## src/rtl/alu_exec_unit_pkg.sv

```systemverilog
// alu_exec_unit_pkg: ALU control op/branch encodings, exec FSM states and shift modes
package alu_exec_unit_pkg;
  localparam int kALU_OP_SEL_WIDTH = 4;
  localparam int kALU_BRANCH_SEL_WIDTH = 3;
  localparam logic [3:0] kSAIL_ALUCTL_ADD = 4'd0;
  localparam logic [3:0] kSAIL_ALUCTL_SUB = 4'd1;
  localparam logic [3:0] kSAIL_ALUCTL_SLL = 4'd2;
  localparam logic [3:0] kSAIL_ALUCTL_SLT = 4'd3;
  localparam logic [3:0] kSAIL_ALUCTL_XOR = 4'd4;
  localparam logic [3:0] kSAIL_ALUCTL_SRL = 4'd5;
  localparam logic [3:0] kSAIL_ALUCTL_SRA = 4'd6;
  localparam logic [3:0] kSAIL_ALUCTL_OR = 4'd7;
  localparam logic [3:0] kSAIL_ALUCTL_AND = 4'd8;
  localparam logic [3:0] kSAIL_ALUCTL_ILLEGAL = 4'd15;
  localparam logic [2:0] kSAIL_ALUBR_NONE = 3'd0;
  localparam logic [2:0] kSAIL_ALUBR_BEQ = 3'd1;
  localparam logic [2:0] kSAIL_ALUBR_BNE = 3'd2;
  localparam logic [2:0] kSAIL_ALUBR_BLT = 3'd3;
  localparam logic [2:0] kSAIL_ALUBR_BGE = 3'd4;
  localparam logic [2:0] kSAIL_ALUBR_BLTU = 3'd5;
  localparam logic [2:0] kSAIL_ALUBR_BGEU = 3'd6;
  localparam logic [1:0] kALU_EXEC_IDLE = 2'd0;
  localparam logic [1:0] kALU_EXEC_SHIFT = 2'd1;
  localparam logic [1:0] kALU_EXEC_DONE = 2'd2;
  typedef enum logic [1:0] {SH_LL, SH_RL, SH_RA} shift_mode_e;
  function automatic logic op_legal(input logic [kALU_OP_SEL_WIDTH-1:0] op);
    return op <= kSAIL_ALUCTL_AND;
  endfunction
endpackage

```

## src/rtl/alu_exec_unit_if.sv

```systemverilog
// alu_exec_unit_if: upstream issue and downstream result handshakes of the execute ALU
interface alu_exec_unit_if import alu_exec_unit_pkg::*; #(parameter int XLEN = 32) ();
  logic in_valid_i;
  logic in_ready_o;
  logic [kALU_OP_SEL_WIDTH-1:0] alu_op_sel_i;
  logic [kALU_BRANCH_SEL_WIDTH-1:0] alu_branch_sel_i;
  logic unsigned_i;
  logic [XLEN-1:0] op_a_i;
  logic [XLEN-1:0] op_b_i;
  logic out_valid_o;
  logic out_ready_i;
  logic [XLEN-1:0] result_o;
  logic branch_taken_o;
  logic illegal_o;
  modport master (
    output in_valid_i, alu_op_sel_i, alu_branch_sel_i, unsigned_i, op_a_i, op_b_i, out_ready_i,
    input in_ready_o, out_valid_o, result_o, branch_taken_o, illegal_o
  );
  modport slave (
    input in_valid_i, alu_op_sel_i, alu_branch_sel_i, unsigned_i, op_a_i, op_b_i, out_ready_i,
    output in_ready_o, out_valid_o, result_o, branch_taken_o, illegal_o
  );
endinterface

```

## src/rtl/alu_exec_unit_shift_seq.sv

```systemverilog
// alu_shift_seq: iterative shifter, one bit per cycle; next_o is the value after the current step
module alu_shift_seq import alu_exec_unit_pkg::*; #(parameter int XLEN = 32) (
  input  logic            clk_i,
  input  logic            rst_i,
  input  logic            load_i,
  input  shift_mode_e     mode_i,
  input  logic [XLEN-1:0] data_i,
  input  logic [4:0]      shamt_i,
  output logic            busy_o,
  output logic            done_o,
  output logic [XLEN-1:0] next_o
);
  logic [4:0] cnt_q, cnt_d;
  logic [XLEN-1:0] data_q, data_d;
  shift_mode_e mode_q, mode_d;
  always_comb begin
    busy_o = cnt_q != 5'd0;
    done_o = cnt_q == 5'd1;
    next_o = mode_q == SH_LL ? data_q << 1 :
             mode_q == SH_RA ? {data_q[XLEN-1], data_q[XLEN-1:1]} : data_q >> 1;
    cnt_d = load_i ? shamt_i : busy_o ? cnt_q - 5'd1 : cnt_q;
    data_d = load_i ? data_i : busy_o ? next_o : data_q;
    mode_d = load_i ? mode_i : mode_q;
  end
  always_ff @(posedge clk_i) begin
    if (rst_i) begin
      cnt_q <= '0;
      data_q <= '0;
      mode_q <= SH_LL;
    end else begin
      cnt_q <= cnt_d;
      data_q <= data_d;
      mode_q <= mode_d;
    end
  end
endmodule

```

## src/rtl/alu_exec_unit.sv

```systemverilog
// alu_exec_unit: execute-stage ALU with single-cycle logic/arith/compare and iterative shifts
module alu_exec_unit import alu_exec_unit_pkg::*; #(parameter int XLEN = 32) (
  input logic clk_i,
  input logic rst_i,
  alu_exec_unit_if.slave bus
);
  logic [1:0] state_q, state_d;
  logic [XLEN-1:0] result_q, result_d, res_new, sh_next, a, b;
  logic taken_q, taken_d, illegal_q, illegal_d, taken_new, illegal_new;
  logic accept, is_shift, sh_load, sh_busy, sh_done, eq, lt_s, lt_u;
  logic [4:0] shamt;
  shift_mode_e sh_mode;
  always_comb begin
    a = bus.op_a_i;
    b = bus.op_b_i;
    bus.in_ready_o = !rst_i && (state_q == kALU_EXEC_IDLE || (state_q == kALU_EXEC_DONE && bus.out_ready_i));
    accept = bus.in_valid_i && bus.in_ready_o;
    shamt = b[4:0];
    eq = a == b;
    lt_s = $signed(a) < $signed(b);
    lt_u = a < b;
    is_shift = bus.alu_op_sel_i == kSAIL_ALUCTL_SLL || bus.alu_op_sel_i == kSAIL_ALUCTL_SRL ||
               bus.alu_op_sel_i == kSAIL_ALUCTL_SRA;
    sh_mode = bus.alu_op_sel_i == kSAIL_ALUCTL_SLL ? SH_LL :
              bus.alu_op_sel_i == kSAIL_ALUCTL_SRA ? SH_RA : SH_RL;
    sh_load = accept && is_shift && shamt != 5'd0;
    res_new = '0;
    case (bus.alu_op_sel_i)
      kSAIL_ALUCTL_ADD: res_new = a + b;
      kSAIL_ALUCTL_SUB: res_new = a - b;
      kSAIL_ALUCTL_AND: res_new = a & b;
      kSAIL_ALUCTL_OR:  res_new = a | b;
      kSAIL_ALUCTL_XOR: res_new = a ^ b;
      kSAIL_ALUCTL_SLT: res_new = {{(XLEN-1){1'b0}}, bus.unsigned_i ? lt_u : lt_s};
      kSAIL_ALUCTL_SLL, kSAIL_ALUCTL_SRL, kSAIL_ALUCTL_SRA: res_new = a;
      default: res_new = '0;
    endcase
    taken_new = 1'b0;
    case (bus.alu_branch_sel_i)
      kSAIL_ALUBR_BEQ:  taken_new = eq;
      kSAIL_ALUBR_BNE:  taken_new = !eq;
      kSAIL_ALUBR_BLT:  taken_new = lt_s;
      kSAIL_ALUBR_BGE:  taken_new = !lt_s;
      kSAIL_ALUBR_BLTU: taken_new = lt_u;
      kSAIL_ALUBR_BGEU: taken_new = !lt_u;
      default:          taken_new = 1'b0;
    endcase
    illegal_new = !op_legal(bus.alu_op_sel_i) && bus.alu_branch_sel_i == kSAIL_ALUBR_NONE;
    state_d = accept ? (sh_load ? kALU_EXEC_SHIFT : kALU_EXEC_DONE) :
              state_q == kALU_EXEC_SHIFT ? (sh_busy && !sh_done ? kALU_EXEC_SHIFT : kALU_EXEC_DONE) :
              state_q == kALU_EXEC_DONE ? (bus.out_ready_i ? kALU_EXEC_IDLE : kALU_EXEC_DONE) : state_q;
    result_d = accept ? res_new : (state_q == kALU_EXEC_SHIFT && sh_done) ? sh_next : result_q;
    taken_d = accept ? taken_new : taken_q;
    illegal_d = accept ? illegal_new : illegal_q;
    bus.out_valid_o = state_q == kALU_EXEC_DONE;
    bus.result_o = result_q;
    bus.branch_taken_o = taken_q;
    bus.illegal_o = illegal_q;
  end
  always_ff @(posedge clk_i) begin
    if (rst_i) begin
      state_q <= kALU_EXEC_IDLE;
      result_q <= '0;
      taken_q <= 1'b0;
      illegal_q <= 1'b0;
    end else begin
      state_q <= state_d;
      result_q <= result_d;
      taken_q <= taken_d;
      illegal_q <= illegal_d;
    end
  end
  alu_shift_seq #(.XLEN(XLEN)) u_shift (
    .clk_i(clk_i), .rst_i(rst_i), .load_i(sh_load), .mode_i(sh_mode), .data_i(a), .shamt_i(shamt),
    .busy_o(sh_busy), .done_o(sh_done), .next_o(sh_next)
  );
endmodule

```

## src/flat_wrapper.sv

```systemverilog
// flat-port wrapper written by rule: the top's interface ports become plain ports
module alu_exec_unit_flat import alu_exec_unit_pkg::*;
#(parameter int XLEN = 32)
  (clk_i, rst_i, bus_in_valid_i, bus_alu_op_sel_i, bus_alu_branch_sel_i, bus_unsigned_i, bus_op_a_i, bus_op_b_i, bus_out_ready_i, bus_in_ready_o, bus_out_valid_o, bus_result_o, bus_branch_taken_o, bus_illegal_o);
  alu_exec_unit_if #(.XLEN(XLEN)) bus_i ();
  input logic clk_i;
  input logic rst_i;
  input wire logic [$bits(bus_i.in_valid_i)-1:0] bus_in_valid_i;
  input wire logic [$bits(bus_i.alu_op_sel_i)-1:0] bus_alu_op_sel_i;
  input wire logic [$bits(bus_i.alu_branch_sel_i)-1:0] bus_alu_branch_sel_i;
  input wire logic [$bits(bus_i.unsigned_i)-1:0] bus_unsigned_i;
  input wire logic [$bits(bus_i.op_a_i)-1:0] bus_op_a_i;
  input wire logic [$bits(bus_i.op_b_i)-1:0] bus_op_b_i;
  input wire logic [$bits(bus_i.out_ready_i)-1:0] bus_out_ready_i;
  output wire logic [$bits(bus_i.in_ready_o)-1:0] bus_in_ready_o;
  output wire logic [$bits(bus_i.out_valid_o)-1:0] bus_out_valid_o;
  output wire logic [$bits(bus_i.result_o)-1:0] bus_result_o;
  output wire logic [$bits(bus_i.branch_taken_o)-1:0] bus_branch_taken_o;
  output wire logic [$bits(bus_i.illegal_o)-1:0] bus_illegal_o;
  assign bus_i.in_valid_i = bus_in_valid_i;
  assign bus_i.alu_op_sel_i = bus_alu_op_sel_i;
  assign bus_i.alu_branch_sel_i = bus_alu_branch_sel_i;
  assign bus_i.unsigned_i = bus_unsigned_i;
  assign bus_i.op_a_i = bus_op_a_i;
  assign bus_i.op_b_i = bus_op_b_i;
  assign bus_i.out_ready_i = bus_out_ready_i;
  assign bus_in_ready_o = bus_i.in_ready_o;
  assign bus_out_valid_o = bus_i.out_valid_o;
  assign bus_result_o = bus_i.result_o;
  assign bus_branch_taken_o = bus_i.branch_taken_o;
  assign bus_illegal_o = bus_i.illegal_o;
  alu_exec_unit #(.XLEN(XLEN)) u_core (.clk_i(clk_i), .rst_i(rst_i), .bus(bus_i));
endmodule
```

## config.mk

```make
export PLATFORM = sky130hd
export DESIGN_NAME = alu_exec_unit_flat
export DESIGN_NICKNAME = d
export VERILOG_FILES = /design/src/rtl/alu_exec_unit_pkg.sv /design/src/rtl/alu_exec_unit_if.sv /design/src/rtl/alu_exec_unit_shift_seq.sv /design/src/rtl/alu_exec_unit.sv /design/src/flat_wrapper.sv
export SDC_FILE = /design/constraint.sdc
export NUM_CORES = 1
export LEC_CHECK = 0
export ABC_AREA = 1
export BUFFER_PORTS_ARGS = -buffer_cell sky130_fd_sc_hd__buf_4
export CAP_MARGIN = 20
export CORE_UTILIZATION = 30
export DETAILED_ROUTE_END_ITERATION = 6
export PLACE_DENSITY = 0.44
export SYNTH_ARGS = -nofsm -noshare
export SYNTH_HDL_FRONTEND = slang
export SYNTH_HIERARCHICAL = 1
export SYNTH_SLANG_ARGS = --single-unit
```

## constraint.sdc

```tcl
create_clock -name clk_i -period 2.9 [get_ports clk_i]
set_clock_uncertainty 0.2 [all_clocks]
set_input_delay 0.58 -clock clk_i [delete_from_list [all_inputs] [get_ports clk_i]]
set_output_delay 0.58 -clock clk_i [all_outputs]
set_load 0.01 [all_outputs]
```

-- Word-level counts from Yosys, hierarchy flattened
Index checks and enable logic that the tools add are counted.
- add/subtract/negate cells: 3
- multiply operators: 0
- divide/modulo/power cells: 0
- magnitude comparators: 3
- eq/ne operators: 19
- shift-type cells: 0
- mux-type cells: 19
- bitwise gates (word level): 3
- reductions and logical operators: 27
- operators by type and width (operator ; count):
    32-bit case mux with 7 select lines ; 1
    32-bit two-way mux ; 6
    32-bit less-than comparator ; 2
    32-bit adder ; 1
    32-bit bitwise AND ; 1
    32-bit == test ; 1
    32-bit OR ; 1
    32-bit subtractor ; 1
    32-bit bitwise XOR ; 1
    4-bit by 3-bit == test with 1-bit output (second input constant) ; 4
    2-bit two-way mux ; 8
    5-bit two-way mux ; 2
    5-bit nonzero test ; 2
    3-bit == test (second input constant) ; 3
    4-bit by 2-bit == test with 1-bit output (second input constant) ; 2
    1-bit logical AND ; 8
    3-bit by 2-bit == test with 1-bit output (second input constant) ; 2
    1-bit logical NOT ; 6
    1-bit case mux with 6 select lines ; 1
    5-bit by 1-bit == test with 1-bit output (second input constant) ; 1
    5-bit by 1-bit subtractor with 5-bit output (second input constant) ; 1
    2-bit == test (second input constant) ; 2
    4-bit by 1-bit == test with 1-bit output (second input constant) ; 1
    4-bit == test (second input constant) ; 1
    other kinds (11) ; 15
- bits in registers: 75
- bits in latches: 0
- memory bits (writable): 0
- ROM bits: 0
- input port bits: 76
- word-level logic and storage cells: 81
- memories kept: 0

-- Logic depth before layout (Yosys ltp)
- depth in word-level cells: 9
- mapped depth: 19
- depth with buffers taken out: 19

-- Hierarchy
Netlist, hierarchy kept.
- by module, submodules not included (module ; instances ; cells each ; area each (um2) ; seq. area each (um2)):
    alu_exec_unit ; 1 ; 1400 ; 7842.5 ; 720.7
    alu_shift_seq ; 1 ; 424 ; 2578.7 ; 780.7

-- Worst setup path after synthesis
Ideal clock, no wire load.
- path kind: in2reg
- start: in rst_i
- end: reg u_core.u_shift.data_q[13]
- arrival time: 2220 ps
- slack: 356 ps
- cell stages on the path: 11
- cell sequence: nor3_1 > nand2_1 > clkbuf_1 > inv_1 > nand3_1 > inv_1 > inv_2 > buf_2 > or2_2 > nand3_1 > a21oi_2
- longest elaborated chain between the ends: 6
- elaborated cells on any way between the ends: 7
- those cells by class: mux: 1; reduce/logical: 6
- RTL lines (what ; line ; RTL):
    start, declared ; flat_wrapper.sv:7 ; input logic rst_i;
    1-bit logical NOT (*) ; alu_exec_unit.sv:16 ; bus.in_ready_o = !rst_i && (state_q == kALU_EXEC_IDLE || (state_q == kALU_EXEC_DONE && bus.out_ready_i));
    1-bit logical AND (*) ; alu_exec_unit.sv:16 ;
    1-bit logical AND (*) ; alu_exec_unit.sv:17 ; accept = bus.in_valid_i && bus.in_ready_o;
    1-bit logical AND (*) (2 in a row) ; alu_exec_unit.sv:26 ; sh_load = accept && is_shift && shamt != 5'd0;
    named net u_core.sh_load ; alu_exec_unit.sv:10 ; logic accept, is_shift, sh_load, sh_busy, sh_done, eq, lt_s, lt_u;
    32-bit two-way mux or 2-bit nonzero test (tied branches) ; - ;
    end signal, assigned ; alu_exec_unit_shift_seq.sv:32 ; data_q <= data_d;
    end, declared ; alu_exec_unit_shift_seq.sv:14 ; logic [XLEN-1:0] data_q, data_d;
The timed path passes the listed nets; every way through them passes the cells marked *.
A chain may end at the register's enable or synchronous reset.

-- Final worst setup path
- start: in bus_op_a_i[6]
- end: reg u_core.result_q[11], in the netlist u_core/bus.result_o[11]
- longest elaborated chain between the ends: 3
- elaborated cells on any way between the ends: 4
- those cells by class: add/sub: 2; mux: 2
- RTL lines (what ; line ; RTL):
    start, declared ; flat_wrapper.sv:12 ; input wire logic [$bits(bus_i.op_a_i)-1:0] bus_op_a_i;
    32-bit subtractor or 32-bit adder (tied branches) ; alu_exec_unit.sv:30, alu_exec_unit.sv:29 ;
    32-bit case mux with 7 select lines (*) ; alu_exec_unit.sv:28 ; case (bus.alu_op_sel_i)
    32-bit two-way mux (*) ; alu_exec_unit.sv:52 ; result_d = accept ? res_new : (state_q == kALU_EXEC_SHIFT && sh_done) ? sh_next : result_q;
    end signal, assigned ; alu_exec_unit.sv:68 ; result_q <= result_d;
    end, declared ; alu_exec_unit.sv:8 ; logic [XLEN-1:0] result_q, result_d, res_new, sh_next, a, b;
Mark *: on every way between the ends. The rest lies on a longest branch, timed or not.

==> results.md <==
- CTS tree: built
- Die Wd: 188 um
- RSZ-0062 raised after global routing: false
- RePlAce Congestion: 0.956
- Latest clock arrival within the worst-skew pair: 360 ps
- Max-slew headroom: 54.0%
- Minimum hold slack: 264 ps
- Yosys top cell by area: nand2_1
- Diodes inserted: 0
- Setup crit end: u_core/bus.result_o[11]$_SDFFE_PP0P_
- DP Worst Slack: -143 ps
- Initial Util: 30.8%
- HPWL Detailed: 41.0 mm
- Critical Path Start Type: primary input
- Detailed-route wire length: 50.1 mm
- Area added between synthesis and finish: 31.6%
- Drt via density: 5.02
- Worst-case clock buffer depth: 2
- Final ANT Viol Nets: 0
- Worst Reg-to-Reg Cells: 7
- Crit share post-route: 93.2%
- Final Max Slew Viols: 0
- Synth unique cells: 48
- Placed insts: 2550
- Final hold violations: 0
- Post-synthesis async set-or-reset flop share: 0%
- Worst reg2reg startpoint: u_core/u_shift/cnt_q[2]$_SDFFE_PP0P_
- Worst reg-to-reg setup slack: 540 ps
- Die area: 35500 sq um
- Via count: 12900
- Die Y: 188 um
- WL/cell: 19.5 um
- # H-tree levels: 3
- YS warnings: 6
- Synth top area share: 19.8%
- Initial DRT Pass Iterations: 5
- GRT overflow: 0
- Yosys reg bits: 75
- Clk sinks: 75
- Area of the mapped netlist: 10400 sq um
- Worst Hold Class: flop to flop
- Worst Path Arrival: 2740 ps
- FF-to-FF End: u_core/bus.result_o[23]$_SDFFE_PP0P_
- Number of port buffers: 111
- Main synth FF type: dfxtp_1
- LEAKAGE: 7.12 nW
- Flip-flop and latch area: 1500 sq um
- Tot GR Track Use: 28.0%
- WP data required: 2940 ps
- Sequential element share of the synthesized area: 14.4%
- Count leader, synth: nand2_1
- Final #Nets: 2293
- Worst VDD drop: 0.000303 V
- Slew at the pin closest to its max-slew limit: 688 ps
- Cell Pwr Density: 415 nW/um^2
- CP startpoint: bus_op_a_i[6]
- Floorplan row count: 67
- Final worst slack: 198 ps
- Multi-input logic area: 7510 sq um
- Avg Synthesized Cell Area: 5.71 sq um
- Layout cells sized above 1: 21.3%
- CP Max Fanout: 7
- Crit Path Category: primary input to flop
- Crit end category: flop
- Tmin final: 2700 ps
- Post-synth top cells: nand2_1, inv_1, nand3_1
- First-pass GRT wire length: 75.1 mm
- Status: complete, no violations
- Remaining DRCs: 0
- Synth top area cells: nand2_1, dfxtp_1, ha_1
- Fin cells: 2566
- # setup viols final: 0
- Core area: 33900 sq um
- Number of synthesized flops with an enable pin: 0
- Max Fclk: 370 MHz
- Largest net degree at the start of global routing: 38
- Initial antenna violation count: 1
- Filler Cell Count: 3879
- Root Driver: clkbuf_16
- Vias in the first global route: 12600
- Total nets after synthesis: 2004
- Post-layout power: 0.00568 W
- Reg clk slew, reported paths: 60 ps
- Max cap viols: 0
- Number of CTS-inserted buffers: 9
- Initial DRC count: 962
- Cells after Synth: 1824
- I/O pins: 112
- CTS Hold Bufs: 0
-- cell type report --
type                            count  area share [%]
Multi-Input combinational cell   1400            54.8
Timing Repair Buffer              347            19.7
Sequential cell                    75            11.0
Inverter                          280            7.67
Tap cell                          448            4.09
Clock buffer                       12            1.87
Clock inverter                      4           0.876
-- cell families after synthesis --
group / synth area share (%)
XOR/XNOR: 0.0841
adder cells (fa/ha/maj): 12.6
AND/OR/NAND/NOR: 38.9
buffers and inverters: 13.5
AO/OA/AOI/OAI: 20.4
flip-flops: 14.4
-- metrics by stage --
step                      instance area (sq um)  setup TNS (ps)  util (%)
after floorplan                           10400               0         -
after global placement                    13300           -1060      39.4
after detailed placement                  13300           -1060      39.4
after CTS                                 13700               0      40.5
after global routing                      13700               0      40.5
final                                     13700               0      40.5
-- power breakdown --
group	total [W]	switching (W)	internal, W	leakage [nW]
Clock	0.00148	0.000500	0.000976	0.183
Sequential	0.00127	0.0000948	0.00117	0.613
Combinational	0.00294	0.00182	0.00113	6.32
-- cell usage in the layout (no fill, tap or decap), types with 2 or more instances in the layout --
cell,synthesis,layout
nor2_1,106,106
nor3_1,23,23
nand2_4,6,6
clkinv_1,2,2
a21oi_1,128,128
ha_1,102,101
clkbuf_8,1,2
o22ai_1,20,20
fa_1,2,2
a21oi_4,4,4
nand2_2,7,7
o21ai_0,125,125
nor2_2,8,8
dfxtp_1,75,75
inv_1,251,251
nor2_4,3,3
buf_12,0,8
o221ai_1,5,5
nand3_1,167,167
inv_2,26,26
buf_4,3,339
nand4_1,24,24
clkbuf_16,0,9
o21ai_1,8,8
o21bai_1,9,9
o21a_1,5,5
and2_1,32,32
nand2_1,549,549
nand3_2,3,3
a22oi_1,3,3
bufinv_16,0,4
a21oi_2,25,25
a221oi_1,20,20
o2111ai_1,4,4
-- worst min path at each step --
stage / from / end / cells past startpoint
2_1_floorplan: u_core/u_shift/data_q[16]$_SDFFE_PP0P_ / u_core/u_shift/data_q[16]$_SDFFE_PP0P_ / 2
3_3_place_gp: u_core/u_shift/data_q[18]$_SDFFE_PP0P_ / u_core/u_shift/data_q[18]$_SDFFE_PP0P_ / 2
3_5_place_dp: u_core/u_shift/data_q[29]$_SDFFE_PP0P_ / u_core/u_shift/data_q[29]$_SDFFE_PP0P_ / 2
4_1_cts: u_core/u_shift/data_q[29]$_SDFFE_PP0P_ / u_core/u_shift/data_q[29]$_SDFFE_PP0P_ / 2
5_1_grt: u_core/u_shift/data_q[29]$_SDFFE_PP0P_ / u_core/u_shift/data_q[29]$_SDFFE_PP0P_ / 2
6_report: u_core/u_shift/data_q[29]$_SDFFE_PP0P_ / u_core/u_shift/data_q[29]$_SDFFE_PP0P_ / 2
-- registers in the layout, summed over array words and instances (netlist names) --
register and flops:
u_core/bus.result_o 32, u_core/u_shift/data_q 32, u_core/u_shift/cnt_q 5, u_core/state_q 2, u_core/u_shift/mode_q 2, u_core/bus.branch_taken_o 1
u_core/bus.illegal_o 1
-- layer usage --
| layer | routed length (um) | track usage (%) |
|---|---|---|
| met5 | 12 | 0 |
| met4 | 2430 | 13.4 |
| met3 | 2160 | 3.33 |
| met2 | 23600 | 48.2 |
| met1 | 21900 | 34.5 |
-- critical path: stages --
cell     delay (ps)
buf_4            80
inv_1            30
ha_1            400
a21oi_1         350
nand3_1         280
nand2_1         120
nand2_1         130
o21ai_0         280
nand4_1         260
nand2_1         150
a21oi_1          70
-- timing repair --
action                                  in CTS  in global routing
gates resized for setup                      0                  1
buffers inserted                             0                  0
endpoints found under the hold margin        0                  0
endpoints found under the setup margin       0                  1
(Power assumes the default switching activity.)
